File: src/rtl/control_pipe.sv
// ID-stage decode and ID/EX pipeline register with load-use interlock and
// multi-cycle divide hold for an RV32I(M) in-order core.
module control_pipe #(
  parameter int unsigned ALU_OP_W = 4,
  parameter bit          ENABLE_M = 1'b1,
  parameter int unsigned DIV_LAT  = 8
) (
  input  logic                clk,
  input  logic                reset_n,
  input  logic                valid_in,
  input  logic [6:0]          opcode,
  input  logic [2:0]          fun_3,
  input  logic [6:0]          fun_7,
  input  logic [4:0]          rs1,
  input  logic [4:0]          rs2,
  input  logic [4:0]          rd,
  input  logic                flush,
  output logic                stall,
  output logic                ex_hold,
  output logic                valid_out,
  output logic                illegal,
  output logic [4:0]          rd_out,
  output logic                d_mem_r,
  output logic                d_mem_w,
  output logic                jump,
  output logic                branch,
  output logic                wrten_reg,
  output logic                mux_complmnt,
  output logic                mux_d_mem,
  output logic                mux_inp_1,
  output logic                mux_inp_2,
  output logic [1:0]          mux_result,
  output logic [2:0]          mux_wire_module,
  output logic [ALU_OP_W-1:0] alu_op
);

  localparam int unsigned CNT_W = (DIV_LAT > 1) ? $clog2(DIV_LAT) : 1;

  localparam logic [6:0] OPC_LUI    = 7'b0110111;
  localparam logic [6:0] OPC_AUIPC  = 7'b0010111;
  localparam logic [6:0] OPC_JAL    = 7'b1101111;
  localparam logic [6:0] OPC_JALR   = 7'b1100111;
  localparam logic [6:0] OPC_BRANCH = 7'b1100011;
  localparam logic [6:0] OPC_LOAD   = 7'b0000011;
  localparam logic [6:0] OPC_STORE  = 7'b0100011;
  localparam logic [6:0] OPC_OPIMM  = 7'b0010011;
  localparam logic [6:0] OPC_OP     = 7'b0110011;

  typedef struct packed {
    logic                valid;
    logic                illegal;
    logic [4:0]          rd;
    logic                d_mem_r;
    logic                d_mem_w;
    logic                jump;
    logic                branch;
    logic                wrten_reg;
    logic                mux_complmnt;
    logic                mux_d_mem;
    logic                mux_inp_1;
    logic                mux_inp_2;
    logic [1:0]          mux_result;
    logic [2:0]          mux_wire_module;
    logic [ALU_OP_W-1:0] alu_op;
  } idex_t;

  typedef enum logic {IDLE = 1'b0, DIV_BUSY = 1'b1} state_t;

  state_t           state;
  logic [CNT_W-1:0] cnt;
  idex_t            idex;
  idex_t            dec_c;
  logic             is_div_c;
  logic             uses_rs1_c;
  logic             uses_rs2_c;
  logic             load_use_c;

  // Instruction decode of the ID-stage fields
  always_comb begin
    dec_c       = '0;
    is_div_c    = 1'b0;
    uses_rs1_c  = 1'b1;
    uses_rs2_c  = 1'b0;
    dec_c.valid = 1'b1;
    dec_c.rd    = rd;
    unique case (opcode)
      OPC_LUI: begin
        uses_rs1_c = 1'b0;
        {dec_c.wrten_reg, dec_c.mux_d_mem} = 2'b11;
        dec_c.mux_result = 2'd1;
        dec_c.mux_wire_module = 3'd3;
      end
      OPC_AUIPC: begin
        uses_rs1_c = 1'b0;
        {dec_c.wrten_reg, dec_c.mux_d_mem, dec_c.mux_inp_2, dec_c.mux_inp_1} = 4'b1111;
        dec_c.mux_result = 2'd2;
        dec_c.mux_wire_module = 3'd3;
      end
      OPC_JAL: begin
        uses_rs1_c = 1'b0;
        dec_c.jump = 1'b1;
        {dec_c.wrten_reg, dec_c.mux_d_mem, dec_c.mux_inp_2, dec_c.mux_inp_1} = 4'b1111;
        dec_c.mux_result = 2'd3;
        dec_c.mux_wire_module = 3'd1;
      end
      OPC_JALR: begin
        dec_c.jump = 1'b1;
        {dec_c.wrten_reg, dec_c.mux_d_mem, dec_c.mux_inp_2} = 3'b111;
        dec_c.mux_result = 2'd3;
        dec_c.mux_wire_module = 3'd4;
      end
      OPC_BRANCH: begin
        uses_rs2_c = 1'b1;
        dec_c.branch = 1'b1;
        dec_c.mux_complmnt = 1'b1;
      end
      OPC_LOAD: begin
        dec_c.d_mem_r = 1'b1;
        {dec_c.wrten_reg, dec_c.mux_inp_2} = 2'b11;
        dec_c.mux_result = 2'd2;
        dec_c.mux_wire_module = 3'd4;
      end
      OPC_STORE: begin
        uses_rs2_c = 1'b1;
        dec_c.d_mem_w = 1'b1;
        dec_c.mux_inp_2 = 1'b1;
        dec_c.mux_result = 2'd2;
        dec_c.mux_wire_module = 3'd2;
      end
      OPC_OPIMM: begin
        {dec_c.wrten_reg, dec_c.mux_d_mem, dec_c.mux_inp_2} = 3'b111;
        dec_c.mux_result = 2'd2;
        dec_c.mux_wire_module = 3'd4;
        dec_c.alu_op = ALU_OP_W'(fun_3);
        dec_c.mux_complmnt = (fun_3 == 3'b101) & fun_7[5];
      end
      OPC_OP: begin
        uses_rs2_c = 1'b1;
        {dec_c.wrten_reg, dec_c.mux_d_mem} = 2'b11;
        dec_c.mux_result = 2'd2;
        if (fun_7 == 7'b0000000 || fun_7 == 7'b0100000) begin
          dec_c.alu_op = ALU_OP_W'(fun_3);
          dec_c.mux_complmnt = fun_7[5];
        end else if (fun_7 == 7'b0000001 && ENABLE_M) begin
          dec_c.alu_op = ALU_OP_W'({1'b1, fun_3});
          is_div_c = fun_3[2];
        end else begin
          dec_c.illegal = 1'b1;
        end
      end
      default: dec_c.illegal = 1'b1;
    endcase
    // Illegal instructions travel as a valid bundle with every control cleared
    if (dec_c.illegal) begin
      dec_c         = '0;
      dec_c.valid   = 1'b1;
      dec_c.illegal = 1'b1;
      dec_c.rd      = rd;
      is_div_c      = 1'b0;
    end
    if (!valid_in) begin
      dec_c    = '0;
      is_div_c = 1'b0;
    end
  end

  always_comb begin
    load_use_c = idex.valid & idex.d_mem_r & (idex.rd != 5'd0) & valid_in &
                 ((uses_rs1_c & (idex.rd == rs1)) | (uses_rs2_c & (idex.rd == rs2)));
    stall = ~flush & ((state == DIV_BUSY) | load_use_c);
  end

  // ID/EX register and divide sequencer; ex_hold follows a divide resident in EX
  always_ff @(posedge clk or negedge reset_n) begin
    if (!reset_n) begin
      state   <= IDLE;
      cnt     <= '0;
      idex    <= '0;
      ex_hold <= 1'b0;
    end else if (flush) begin
      state   <= IDLE;
      cnt     <= '0;
      idex    <= '0;
      ex_hold <= 1'b0;
    end else if (state == DIV_BUSY) begin
      if (cnt == CNT_W'(1)) begin
        state <= IDLE;
        cnt   <= '0;
      end else begin
        cnt <= cnt - CNT_W'(1);
      end
    end else if (load_use_c) begin
      idex    <= '0;
      ex_hold <= 1'b0;
    end else begin
      idex    <= dec_c;
      ex_hold <= is_div_c;
      if (is_div_c) begin
        state <= DIV_BUSY;
        cnt   <= CNT_W'(DIV_LAT - 1);
      end
    end
  end

  assign valid_out       = idex.valid;
  assign illegal         = idex.illegal;
  assign rd_out          = idex.rd;
  assign d_mem_r         = idex.d_mem_r;
  assign d_mem_w         = idex.d_mem_w;
  assign jump            = idex.jump;
  assign branch          = idex.branch;
  assign wrten_reg       = idex.wrten_reg;
  assign mux_complmnt    = idex.mux_complmnt;
  assign mux_d_mem       = idex.mux_d_mem;
  assign mux_inp_1       = idex.mux_inp_1;
  assign mux_inp_2       = idex.mux_inp_2;
  assign mux_result      = idex.mux_result;
  assign mux_wire_module = idex.mux_wire_module;
  assign alu_op          = idex.alu_op;

endmodule

File: config.mk
export PLATFORM = sky130hd
export DESIGN_NAME = control_pipe
export DESIGN_NICKNAME = d
export VERILOG_FILES = /design/src/rtl/control_pipe.sv
export SDC_FILE = /design/constraint.sdc
export NUM_CORES = 1
export LEC_CHECK = 0
export BUFFER_PORTS_ARGS = -buffer_cell sky130_fd_sc_hd__buf_2
export CAP_MARGIN = 0
export CORE_MARGIN = 2
export CORE_UTILIZATION = 45
export CTS_BUF_LIST = sky130_fd_sc_hd__clkbuf_2 sky130_fd_sc_hd__clkbuf_4 sky130_fd_sc_hd__clkbuf_8
export CTS_CLUSTER_SIZE = 8
export DETAILED_ROUTE_END_ITERATION = 8
export GPL_TIMING_DRIVEN = 0
export PLACE_DENSITY = 0.73
export SLEW_MARGIN = 15
export SYNTH_ARGS = -nofsm -noshare
export SYNTH_HDL_FRONTEND = slang
export SYNTH_SLANG_ARGS = --single-unit
File: constraint.sdc
create_clock -name clk -period 4.2 [get_ports clk]
set_input_delay 0.21 -clock clk [delete_from_list [all_inputs] [get_ports clk]]
set_output_delay 0.21 -clock clk [all_outputs]
set_load 0.05 [all_outputs]
Word-level counts from Yosys, hierarchy flattened
Index checks and enable logic that the tools add are counted.
{"block": "op_classes", "n_mux": 43, "eq_ne": 17, "magnitude_cmp": 0, "reduce_logical": 16, "n_mul": 0, "addsub": 1, "bitwise": 11, "n_shift": 0, "div_mod_pow": 0}
{"op": "$mux W25", "count": 4}
{"op": "$eq A7 B6 Y1 const B", "count": 4}
{"op": "$mux W1", "count": 26}
{"op": "$mux W24", "count": 1}
{"op": "$eq A7 B7 Y1 const B", "count": 3}
{"op": "$mux W3", "count": 5}
{"op": "$eq A7 B5 Y1 const B", "count": 2}
{"op": "$pmux W3 S4", "count": 1}
{"op": "$reduce_or A6 Y1", "count": 2}
{"op": "$eq A5 B5 Y1", "count": 2}
{"op": "$reduce_or A3 Y1", "count": 3}
{"op": "$and A1 B1 Y1", "count": 8}
{"op": "$mux W4", "count": 2}
{"op": "$pmux W4 S2", "count": 1}
{"op": "$reduce_or A8 Y1", "count": 1}
{"op": "$eq A7 B1 Y1 const B", "count": 1}
{"op": "$eq A7 B2 Y1 const B", "count": 1}
{"op": "$logic_not A7 Y1", "count": 1}
{"op": "$reduce_or A7 Y1", "count": 1}
{"op": "$pmux W2 S3", "count": 1}
{"op": "$reduce_or A2 Y1", "count": 3}
{"op": "$reduce_bool A5 Y1", "count": 1}
{"op": "$reduce_or A5 Y1", "count": 1}
{"op": "$eq A3 B1 Y1 const B", "count": 1}
{"op": "11 further kinds", "count": 12}
{"block": "word_totals", "regBits": 30, "elab_cells": 106, "latchBits": 0, "memories": 0, "romBits": 0, "mem_bits_rw": 0}

Longest topological paths before layout
{"block": "depth", "ltp_word": 10, "depth_mapped": 7}

Worst setup path after synthesis
OpenSTA, ideal clock, no wires.
{"block": "synth_path", "path_type": "register -> output", "startpoint": "register idex, in the netlist rd_out[1]", "endpoint": "output port stall", "t_arrival_ps": 2246, "required_time_ps": 3990, "stages_incl_launch_ff": 5, "path_buffers": 0, "setup_slack_ps": 1744, "cell_sequence": "dfrtp_1 or4_4 o21ai_4 o41a_1 a21oi_1"}
{"block": "synth_via", "elab_chain_len": 6, "elab_cells_between_ends": 11, "cone_classes": "2 x eq/ne; 8 x bitwise; 1 x reduce/logical"}
{"element": "from (decl)", "line": "71", "text": "idex_t idex;"}
{"element": "from (signal assigned)", "line": "178", "text": "idex <= '0;"}
{"element": "from (signal assigned)", "line": "183", "text": "idex <= '0;"}
{"element": "from (signal assigned)", "line": "193", "text": "idex <= '0;"}
{"element": "$eq A5 B5 Y1 or $reduce_bool A5 Y1 (tied branches)", "line": "169, 168"}
{"element": "$and A1 B1 Y1 (on tied branches)", "line": "169, 168"}
{"element": "$or A1 B1 Y1 or $and A1 B1 Y1 (tied branches)", "line": "169, 168"}
{"element": "$and A1 B1 Y1 (*)", "line": "168", "text": "load_use_c = idex.valid & idex.d_mem_r & (idex.rd != 5'd0) & valid_in &"}
{"element": "$or A1 B1 Y1 (*)", "line": "170", "text": "stall = ~flush & ((state == DIV_BUSY) | load_use_c);"}
{"element": "$and A1 B1 Y1 (*)", "line": "170"}
{"element": "to (decl)", "line": "18", "text": "output logic stall,"}
Every way passes the cells marked *; elsewhere a longest branch is shown, timed or not.

Worst setup path in the final report
Same ends and word-level chain as after synthesis.

==> impl_metrics.yaml <==
place:
  dp_hpwl_mm: 3.24
  placed_area_um2: 2020
  io_buffers: 59
  place.gp.congestion: 0.895
  numPlacedInstances: 274
worst_setup_path:
  rr_endpoint: "mux_complmnt"
  path_max_fanout: 5
  required_ns: 3.99
  path_class: "flop to output port"
  r2r-start: "rd_out[1]"
  reg2regPathDepth: 6
  crit_arrival_ns: 1.99
  endpoint_kind: "output port"
  start_kind: "flop"
  r2r_slack_ns: 2.16
clock_tree:
  cts_max_path_buffers: 2
  cts-root-buf: "clkbuf_8"
  clock_latency_ns: 0.27
  cts-resized-gates: 0
  post_cts_buffers: 0
  clk_pin_slew_worst_paths_ns: 0.06
  holdBufCountCts: 1
  cts_tree: "yes"
  cts_buffers: 5
  h-tree-depth: 2
  cts.sinks: 30
timing:
  skew_ns: 0.00476
  fmax_mhz: 454
  hold_viol: 0
  hold_slack_ns: 0.156
  relSlewSlack_pct: 56.2
  slew_viol_final: 0
  period_share_pct: 52.4
  period_needed_ns: 2.20
  fin_setup_tns_ns: 0
  grt_setup_unrepaired: "false"
  setup_viol: 0
  worst_pin_slew_ns: 0.657
final_layout:
  most-common-layout-cells: "62 x buf_2, 30 x dfrtp_1, 26 x nand2_1"
  multi_input_area_um2: 842
  layout.cells.non_filler: 283
  ff_latch_area_um2: 751
  stdcell_area_um2: 2130
  diodes: 0
  layout-area-overhead-vs-synth_pct: 27.6
  final_layout_size_suffix_gt1_share_pct: 35.3
  largest_reg_flops: 5
  nNetsFinal: 272
  fillerInstances: 344
  final_common_cell: "buf_2"
route:
  antenna_left: 0
  routed-via-count: 1591
  drc: 0
  drtIter0Drc: 78
  firstDrtPassIters: 4
  wirelength_mm: 4.21
  viasPerCell: 5.62
  wl_per_cell_um: 14.9
power_and_ir_drop:
  p_comb_share_pct: 14.0
  p_clk_share_pct: 38.5
  switchingPower_mw: 0.159
  ir_drop_mv: 0.238
  switching_share_pct: 25.5
  p_leak_nw: 1.06
  power.internal_mw: 0.465
  power-per-cell-area_nw_per_um2: 293
  seqPwrFrac_pct: 47.6
floorplan:
  initial_utilization_pct: 46.3
  design.core.area_um2: 3610
  die_w_um: 64.9
  die_h_um: 64.9
  die_area_um2: 4210
  rows: 22
  pin_count: 63
grt:
  antenna_found_initial: 0
  overflow: 0
  grt_pass1_wl_mm: 6.84
  grt_use_total_pct: 21.1
  grt_max_degree: 31
  grt_pass1_vias: 1472
yosys:
  async_flop_share_pct: 100
  synth_cell_types: 41
  ys_warn_count: 0
  syn-num-nets: 205
  synthCells: 167
  synth_top_area_share_pct: 45.0
  synth.largest_area_cell: "dfrtp_1"
  ys.flop_type: "dfrtp_1"
  ys_ff_latch: 30
  syn_area_per_cell_um2: 9.99
  syn-cell-area_um2: 1670
  synth_area_leaders: "dfrtp_1 45%, nand2_1 5.9%, xnor2_1 5.3%, a32o_1 4.8%, a22o_1 4.2%"
  synth_edf_count: 0
  seq_area_frac_synth_pct: 45.0
worst_hold_path:
  min_from: "rd[1]"
  holdPathEnd: "rd_out[1]"
  min_path_type: "primary input to flop"
  worstHoldPathCells: 2
flow_run:
  cap_violations: 0
outcome:
  status: "finished clean"
[worst max-delay path by stage]
stage	start	to	slack [ns]
2_1_floorplan	rd_out[1]	stall	1.74
3_3_place_gp	fun_7[1]	mux_d_mem	2.16
3_5_place_dp	fun_7[1]	mux_result[1]	2.13
4_1_cts	rd_out[1]	stall	2.00
5_1_grt	rd_out[1]	stall	1.92
6_report	rd_out[1]	stall	2.00
[worst max-delay path, stage by stage (launching register included)]
cell and delay [ns]:
dfrtp_1 0.44, or4_4 0.57, o21ai_4 0.16, o41a_1 0.24
a21oi_1 0.10, buf_2 0.21
[area by class of cell]
type,count,share of cell area (%)
clock buffer,7,4.23
inverter,8,1.41
multi-input combinational,122,39.6
buffer,7,2.12
sequential,30,35.3
timing repair buffer,60,14.3
tap,48,2.82
clock inverter,1,0.235
[kinds of logic (layout without fill, tap and decap cells)]
| family | Yosys count | after routing | synth area share, % |
|---|---|---|---|
| DFF | 30 | 30 | 45.0 |
| and+or+nand+nor | 62 | 62 | 21.3 |
| xor gates and xnor gates | 10 | 10 | 5.25 |
| muxes | 2 | 2 | 1.28 |
| AOI/OAI and AO/OA | 46 | 46 | 21.2 |
| adders and majority gates | 2 | 2 | 1.50 |
| buffers and inverters | 15 | 83 | 4.50 |
[cells in the mapped netlist, types with 2 or more instances]
cell / count
a32o_1: 8
or3_1: 2
a21oi_1: 6
and4bb_2: 2
o21ai_0: 7
a22o_1: 8
nand4b_1: 2
ha_1: 2
nand3_1: 5
o31ai_1: 4
dfrtp_1: 30
nand2b_1: 4
nand4_1: 3
xnor2_1: 10
and3_1: 2
clkbuf_1: 2
nand2_1: 26
nor3_1: 4
buf_2: 3
inv_1: 8
o21ai_1: 3
a211oi_1: 3
buf_6: 2
nor2_1: 4
[stage by stage]
stage                     worst slack, ns  power, mW  utilization, %
final                                2.00      0.624            59.0
after global placement               2.16      0.387            56.1
after global routing                 1.92      0.649            59.0
after floorplan                      1.74      0.351               -
after detailed placement             2.13      0.388            56.1
after CTS                            2.00      0.628            59.0
[power by group through the flow]
| stage | Sequential, mW | Clock [mW] | Combinational (mW) |
|---|---|---|---|
| 2_1_floorplan | 0.313 | 0 | 0.0376 |
| 3_3_place_gp | 0.302 | 0 | 0.0853 |
| 3_5_place_dp | 0.302 | 0 | 0.0857 |
| 4_1_cts | 0.297 | 0.245 | 0.0867 |
| 5_1_grt | 0.297 | 0.257 | 0.0947 |
| 6_report | 0.297 | 0.240 | 0.0870 |
[per-layer routing]
metal | routed length [um] | up-vias | track usage, %
met1 | 1890 | 777 | 28.1
li1 | - | 754 | -
met5 | 0 | - | 0
met2 | 2080 | 54 | 34.4
met4 | 41 | 0 | 5.05
met3 | 200 | 6 | 5.56
No activity file was read; power rests on OpenSTA's default activity.
